===== src/rtl/ahb_arbiter2.sv =====
// Two-master AHB-Lite arbiter with round-robin grant, per-master pending capture
// and a shared single-slave address/data phase.
module ahb_arbiter2 (
    input  logic        s_clk_i,
    input  logic        s_reset_i,
    input  logic [31:0] m0_haddr_i,
    input  logic        m0_hwrite_i,
    input  logic [2:0]  m0_hsize_i,
    input  logic [1:0]  m0_htrans_i,
    input  logic [31:0] m0_hwdata_i,
    output logic [31:0] m0_hrdata_o,
    output logic        m0_hready_o,
    output logic        m0_hresp_o,
    input  logic [31:0] m1_haddr_i,
    input  logic        m1_hwrite_i,
    input  logic [2:0]  m1_hsize_i,
    input  logic [1:0]  m1_htrans_i,
    input  logic [31:0] m1_hwdata_i,
    output logic [31:0] m1_hrdata_o,
    output logic        m1_hready_o,
    output logic        m1_hresp_o,
    output logic [31:0] s_haddr_o,
    output logic        s_hwrite_o,
    output logic [2:0]  s_hsize_o,
    output logic [1:0]  s_htrans_o,
    output logic [31:0] s_hwdata_o,
    output logic        s_hsel_o,
    output logic [2:0]  s_hburst_o,
    output logic [3:0]  s_hprot_o,
    output logic        s_hmastlock_o,
    input  logic [31:0] s_hrdata_i,
    input  logic        s_hready_i,
    input  logic        s_hresp_i
);

    typedef enum logic [1:0] {
        OWN_NONE = 2'd0,
        OWN_M0   = 2'd1,
        OWN_M1   = 2'd2
    } owner_e;

    localparam logic [1:0] HTRANS_IDLE   = 2'd0;
    localparam logic [1:0] HTRANS_NONSEQ = 2'd2;

    logic        pend0_q, pend0_d, pend1_q, pend1_d;
    logic [31:0] hold0_addr_q, hold0_addr_d, hold1_addr_q, hold1_addr_d;
    logic        hold0_write_q, hold0_write_d, hold1_write_q, hold1_write_d;
    logic [2:0]  hold0_size_q, hold0_size_d, hold1_size_q, hold1_size_d;
    owner_e      owner_q, owner_d;
    logic        last_m1_q, last_m1_d;

    logic        m0_rdy_s, m1_rdy_s;
    logic        acc0_s, acc1_s, cand0_s, cand1_s;
    logic        grant_s, win_m1_s;

    // State register with synchronous reset; last=M1 lets M0 win the first tie
    always_ff @(posedge s_clk_i) begin
        if (s_reset_i) begin
            pend0_q       <= 1'b0;
            pend1_q       <= 1'b0;
            hold0_addr_q  <= 32'd0;
            hold1_addr_q  <= 32'd0;
            hold0_write_q <= 1'b0;
            hold1_write_q <= 1'b0;
            hold0_size_q  <= 3'd0;
            hold1_size_q  <= 3'd0;
            owner_q       <= OWN_NONE;
            last_m1_q     <= 1'b1;
        end else begin
            pend0_q       <= pend0_d;
            pend1_q       <= pend1_d;
            hold0_addr_q  <= hold0_addr_d;
            hold1_addr_q  <= hold1_addr_d;
            hold0_write_q <= hold0_write_d;
            hold1_write_q <= hold1_write_d;
            hold0_size_q  <= hold0_size_d;
            hold1_size_q  <= hold1_size_d;
            owner_q       <= owner_d;
            last_m1_q     <= last_m1_d;
        end
    end

    // Master ready, request acceptance and round-robin winner selection
    always_comb begin
        m0_rdy_s = 1'b1;
        m1_rdy_s = 1'b1;
        if (pend0_q) begin
            m0_rdy_s = 1'b0;
        end else if (owner_q == OWN_M0) begin
            m0_rdy_s = s_hready_i;
        end else begin
            m0_rdy_s = 1'b1;
        end
        if (pend1_q) begin
            m1_rdy_s = 1'b0;
        end else if (owner_q == OWN_M1) begin
            m1_rdy_s = s_hready_i;
        end else begin
            m1_rdy_s = 1'b1;
        end
        acc0_s  = (m0_htrans_i == HTRANS_NONSEQ) && m0_rdy_s;
        acc1_s  = (m1_htrans_i == HTRANS_NONSEQ) && m1_rdy_s;
        cand0_s = pend0_q || acc0_s;
        cand1_s = pend1_q || acc1_s;
        grant_s = s_hready_i && (cand0_s || cand1_s);
        if (cand0_s && cand1_s) begin
            win_m1_s = ~last_m1_q;
        end else begin
            win_m1_s = cand1_s;
        end
    end

    // Slave address phase mux; a pending capture takes precedence over live inputs
    always_comb begin
        s_htrans_o = HTRANS_IDLE;
        s_haddr_o  = 32'd0;
        s_hwrite_o = 1'b0;
        s_hsize_o  = 3'd0;
        if (grant_s && win_m1_s) begin
            s_htrans_o = HTRANS_NONSEQ;
            s_haddr_o  = pend1_q ? hold1_addr_q  : m1_haddr_i;
            s_hwrite_o = pend1_q ? hold1_write_q : m1_hwrite_i;
            s_hsize_o  = pend1_q ? hold1_size_q  : m1_hsize_i;
        end else if (grant_s) begin
            s_htrans_o = HTRANS_NONSEQ;
            s_haddr_o  = pend0_q ? hold0_addr_q  : m0_haddr_i;
            s_hwrite_o = pend0_q ? hold0_write_q : m0_hwrite_i;
            s_hsize_o  = pend0_q ? hold0_size_q  : m0_hsize_i;
        end else begin
            s_htrans_o = HTRANS_IDLE;
            s_haddr_o  = 32'd0;
        end
    end

    // Next-state: pending capture/clear, data-phase owner and last-granted master
    always_comb begin
        pend0_d       = pend0_q;
        pend1_d       = pend1_q;
        hold0_addr_d  = hold0_addr_q;
        hold1_addr_d  = hold1_addr_q;
        hold0_write_d = hold0_write_q;
        hold1_write_d = hold1_write_q;
        hold0_size_d  = hold0_size_q;
        hold1_size_d  = hold1_size_q;
        owner_d       = owner_q;
        last_m1_d     = last_m1_q;
        if (grant_s && !win_m1_s) begin
            pend0_d = 1'b0;
        end else if (acc0_s) begin
            pend0_d       = 1'b1;
            hold0_addr_d  = m0_haddr_i;
            hold0_write_d = m0_hwrite_i;
            hold0_size_d  = m0_hsize_i;
        end else begin
            pend0_d = pend0_q;
        end
        if (grant_s && win_m1_s) begin
            pend1_d = 1'b0;
        end else if (acc1_s) begin
            pend1_d       = 1'b1;
            hold1_addr_d  = m1_haddr_i;
            hold1_write_d = m1_hwrite_i;
            hold1_size_d  = m1_hsize_i;
        end else begin
            pend1_d = pend1_q;
        end
        if (grant_s) begin
            owner_d   = win_m1_s ? OWN_M1 : OWN_M0;
            last_m1_d = win_m1_s;
        end else if (s_hready_i) begin
            owner_d = OWN_NONE;
        end else begin
            owner_d = owner_q;
        end
    end

    // Data-phase routing follows the registered owner
    always_comb begin
        m0_hready_o = m0_rdy_s;
        m1_hready_o = m1_rdy_s;
        m0_hresp_o  = 1'b0;
        m1_hresp_o  = 1'b0;
        s_hwdata_o  = 32'd0;
        case (owner_q)
            OWN_M0: begin
                m0_hresp_o = s_hresp_i;
                s_hwdata_o = m0_hwdata_i;
            end
            OWN_M1: begin
                m1_hresp_o = s_hresp_i;
                s_hwdata_o = m1_hwdata_i;
            end
            default: begin
                s_hwdata_o = 32'd0;
            end
        endcase
    end

    assign m0_hrdata_o   = s_hrdata_i;
    assign m1_hrdata_o   = s_hrdata_i;
    assign s_hsel_o      = 1'b1;
    assign s_hburst_o    = 3'd0;
    assign s_hprot_o     = 4'b0011;
    assign s_hmastlock_o = 1'b0;

endmodule


===== config.mk =====
export PLATFORM = sky130hd
export DESIGN_NAME = ahb_arbiter2
export DESIGN_NICKNAME = d
export VERILOG_FILES = /design/src/rtl/ahb_arbiter2.sv
export SDC_FILE = /design/constraint.sdc
export NUM_CORES = 1
export LEC_CHECK = 0
export ABC_AREA = 1
export CAP_MARGIN = 20
export CELL_PAD_IN_SITES_DETAIL_PLACEMENT = 1
export CELL_PAD_IN_SITES_GLOBAL_PLACEMENT = 1
export CORE_MARGIN = 8
export CORE_UTILIZATION = 22
export CTS_CLUSTER_SIZE = 8
export DETAILED_ROUTE_END_ITERATION = 16
export GPL_ROUTABILITY_DRIVEN = 1
export PLACE_DENSITY = 0.84
export RECOVER_POWER = 50
export SYNTH_ARGS = -nofsm -noshare
export SYNTH_HDL_FRONTEND = slang
export SYNTH_SLANG_ARGS = --single-unit
export TNS_END_PERCENT = 10

===== constraint.sdc =====
create_clock -name s_clk_i -period 1.8 [get_ports s_clk_i]
set_clock_uncertainty 0.1 [all_clocks]
set_input_delay 0.27 -clock s_clk_i [delete_from_list [all_inputs] [get_ports s_clk_i]]
set_output_delay 0.27 -clock s_clk_i [all_outputs]
set_load 0.01 [all_outputs]

==> results by group, run 1 <==
Outcome
  – Status: complete, but fails checks
  – Failing checks: negative setup slack

Timing
  – Highest Clock Rate: roughly 0.40 GHz
  – Worst slew pin tran: between 0.6 and 0.7 ns
  – Fin. max-slew vios: 0
  – Final Cycle Share: 140%
  – Final setup viols: about 150
  – Slew HR: 53.4%
  – Final Hold Vio Count: 0
  – Final WS setup: -0.715 ns
  – RSZ-0062 raised after global routing: true
  – Tmin final: 2.51 ns

Clock tree
  – Clk slew on worst S/H paths: about 0.06 ns
  – CTS tree: done
  – CTS Buffer Depth: 2
  – CTS root buf: clkbuf_16
  – Clock sink total: 77
  – Post-CTS Hold Fix Bufs: 0
  – CTS Buf Count: 9
  – CTS H-tree lvls: 3
  – Clock Latency Late Sink: 0.33 ns

Synthesis
  – Largest family of logic cells by synthesized area: simple AND/OR/NAND/NOR gates
  – Synth warn: 0
  – Post-synth EDFFs: 0
  – Compound-cell area share of the yosys netlist: 21.1%
  – Synth Flop Type: dfxtp_1
  – Post-synth cell types: 23
  – Multiplexer share of the synthesized area: 0%
  – Yosys reg bits: 77
  – Cells after Synth: between 800 and 900
  – Syn Area/Cell: roughly 6.5 um^2
  – Area leader, netlist: dfxtp_1
  – Share of the synthesized area in the top cell type: 28.6%
  – Share of flip-flops with an asynchronous set or reset: 0%
  – Synth Cell Area: 5390 um^2
  – Most frequent cell after synthesis: nand2_1
  – Most instantiated cells after synthesis: 150 x nand2_1, 114 x nor2_1, 107 x o21ai_0
  – Post-Synth XOR/XNOR Area: 0%
  – Register area share after synthesis: 28.6%
  – Post-synthesis adder-cell area fraction: less than 1%
  – Synth top area cells: dfxtp_1 29%, buf_4 11%, nand2_1 10%
  – Post-synthesis simple-gate area fraction: between 20% and 30%

Detailed routing
  – Met2 WL: around 14000 um
  – Pre-Repair DR Iteration Count: 5
  – Highest metal used: met5
  – Detailed-route via count: ~6.4k
  – M1 WL: between 10000 and 15000 um
  – DRC: 0
  – Starting DRT DRC Count: 353
  – Post-Route WL: 27600 um
  – ANT nets after route: 0
  – Vias/cell: roughly 4.6
  – Met3 wire len: around 1100 um
  – Routed WL per cell: 19.8 um

Die
  – Row Count: 57
  – Io pins: between 300 and 400
  – Initial Util: 22.3%
  – Core ar.: around 24000 um^2
  – Die Wd: about 170 um
  – Die area: roughly 30000 um^2
  – Die Y: roughly 170 um

Final layout
  – Filler Cell Count: around 2.9k
  – Area delta synth->final: 76.4%
  – Post-Route Utilization: between 30% and 40%
  – Fin nets: approximately 1.2k
  – Final instance area: 9500 um^2
  – Layout Cells excl Fill: 1390
  – Fraction of layout cells with a size suffix above 1: 31.6%

Critical path
  – Critical R2R Launch: owner_q[0]
  – Reg2reg end: hold1_addr_q[16]
  – Setup crit end kind: primary output
  – Startpoint types: flip-flop
  – Critical path data arrival time: between 2 and 2.5 ns
  – Reg2Reg Depth: 13
  – Crit path max fanout: 6
  – Crit path required time: 1.43 ns
  – FF-to-FF setup slack: -0.39 ns
  – CP Class: reg -> out

Hold path
  – Hold Crit Depth: 2
  – Worst hold path type: reg -> reg
  – Min-delay src: hold1_addr_q[27]
  – Hold endpoint: hold1_addr_q[27]

Power
  – Seq pwr share: between 30% and 40%
  – Total power: between 6 and 7 mW
  – Net switching power: roughly 2.2 mW
  – Power share of the combinational group: a little over two fifths
  – Leakage: 3.79 nW
  – Max IR drop VDD: around 0.44 mV
  – Clock power share: a little over a quarter
  – Int Pwr: between 4 and 5 mW
  – Power Dens Cells: between 600 and 700 nW/um^2
  – Switching Share: 34.0%

Global routing
  – First-pass GRT wire length: a little over 40000 um
  – Vias in the first global route: between 6k and 7k
  – Initial antenna violation count: 5
  – Total congestion overflow: 0
  – Largest net degree at the start of global routing: 65
  – Overall Global Routing Usage: ~18%

Placement
  – Post-DP HPWL: approximately 20000 um
  – Dpl cells: about 1.4k
  – Post-place setup slack: -1.04 ns
  – Dpl cell area: between 8000 and 9000 um^2
  – GP Congestion: between 0.8 and 0.9
  – Input/output buffers: around 220

Flow run
  – Max-Cap Viols: 0
==> timing repair <==
| action | 4_1_cts | 5_1_grt |
|---|---|---|
| setup buffers | 7 | 5 |
| cloned | 5 | 1 |
| setup endpoints to repair | 145 | 147 |
| pin swaps | 4 | 7 |
| gates resized for setup | 256 | 40 |
==> power groups by stage <==
stage	clock network (mW)	registers, mW	logic, mW
floorplan	0	1.93	1.43
global placement	0	1.94	2.39
detailed placement	0	1.95	2.46
CTS	1.76	1.92	2.66
global route	1.83	1.94	2.94
finish	1.71	1.93	2.77
==> stage by stage <==
| step | hold WS, ns | setup TNS, ns |
|---|---|---|
| finish | 0.378 | -60.21 |
| global route | 0.399 | -71.00 |
| CTS | 0.383 | -55.62 |
| detailed placement | 0.368 | -81.74 |
| global placement | 0.353 | -75.53 |
| floorplan | 0.232 | -3.39 |
==> worst max-delay path by stage <==
stage               startpoint             to  slack, ns
floorplan           owner_q[0]  s_haddr_o[13]      -0.13
global placement    s_hready_i  s_haddr_o[19]      -0.99
detailed placement  s_hready_i  s_haddr_o[16]      -1.04
CTS                 owner_q[0]   s_hsize_o[0]      -0.67
global route        owner_q[1]  s_haddr_o[17]      -0.77
finish              owner_q[0]  s_haddr_o[11]      -0.71
==> placed cells by master, fill, tap and decap left out, types with 9 or more instances in the layout <==
cell / netlist / layout
o21ai_1: 1 / 31
buf_6: 6 / 44
clkdlybuf4s50_1: 0 / 177
dfxtp_1: 77 / 75
nand3_2: 32 / 32
inv_2: 6 / 9
nand2_1: 150 / 140
nor2_1: 114 / 100
nand2_2: 1 / 9
clkbuf_16: 0 / 10
a21oi_1: 71 / 65
buf_4: 79 / 93
o22ai_4: 0 / 36
nor2_2: 0 / 12
buf_12: 0 / 20
inv_1: 49 / 44
or2_2: 36 / 36
o21ai_0: 107 / 76
conb_1: 2 / 10
==> state kept, by name, summed over array words and instances (netlist names) <==
| register | cells |
|---|---|
| hold0_addr_q | 32 |
| hold1_size_q | 3 |
| hold0_write_q | 1 |
| pend1_q | 1 |
| hold0_size_q | 3 |
| pend0_q | 1 |
| hold1_write_q | 1 |
| hold1_addr_q | 32 |
| owner_q | 2 |
| last_m1_q | 1 |
==> cells by family (layout without fill, tap and decap cells) <==
group	Yosys count	count (layout)
AO/OA/AOI/OAI	217	217
adder cells (fa/ha/maj)	2	2
buffers and inverters	193	416
flip-flops	77	77
other	2	13
AND/OR/NAND/NOR	341	341
==> area by class of cell <==
class	instances	area, um^2	area share [%]
Sequential cell	77	1550	16.3
Antenna cell	3	7.51	0.0790
Tap cell	324	405	4.27
Timing Repair Buffer	345	3620	38.1
Clock inverter	3	21.3	0.224
Inverter	55	211	2.22
Clock buffer	13	250	2.63
Multi-Input combinational cell	570	3440	36.2
==> metal layers <==
| metal | vias up | global-route usage [%] |
|---|---|---|
| met4 | 6 | 7.61 |
| li1 | 3066 | - |
| met2 | 170 | 30.9 |
| met5 | - | 0 |
| met1 | 3102 | 20.0 |
| met3 | 71 | 3.81 |
==> worst max-delay path: stages (launching register included) <==
cell     delay, ns
dfxtp_4       0.38
inv_4         0.04
ha_4          0.16
inv_4         0.06
nor2_4        0.03
o21ai_2       0.19
inv_2         0.08
nand2_4       0.08
nand3_4       0.14
buf_8         0.18
buf_16        0.15
o22ai_4       0.17
buf_6         0.13
(Power assumes the default switching activity.)
==> inputs of run 2 (changes only) <==
--- a/config.mk
+++ b/config.mk
@@ -6,7 +6,7 @@
 export NUM_CORES = 1
 export LEC_CHECK = 0
 export ABC_AREA = 1
-export CAP_MARGIN = 20
+export CAP_MARGIN = 25
 export CELL_PAD_IN_SITES_DETAIL_PLACEMENT = 1
 export CELL_PAD_IN_SITES_GLOBAL_PLACEMENT = 1
 export CORE_MARGIN = 8
==> results of run 2 <==
The final DEF is identical to that of run 1; final timing and power are the same.
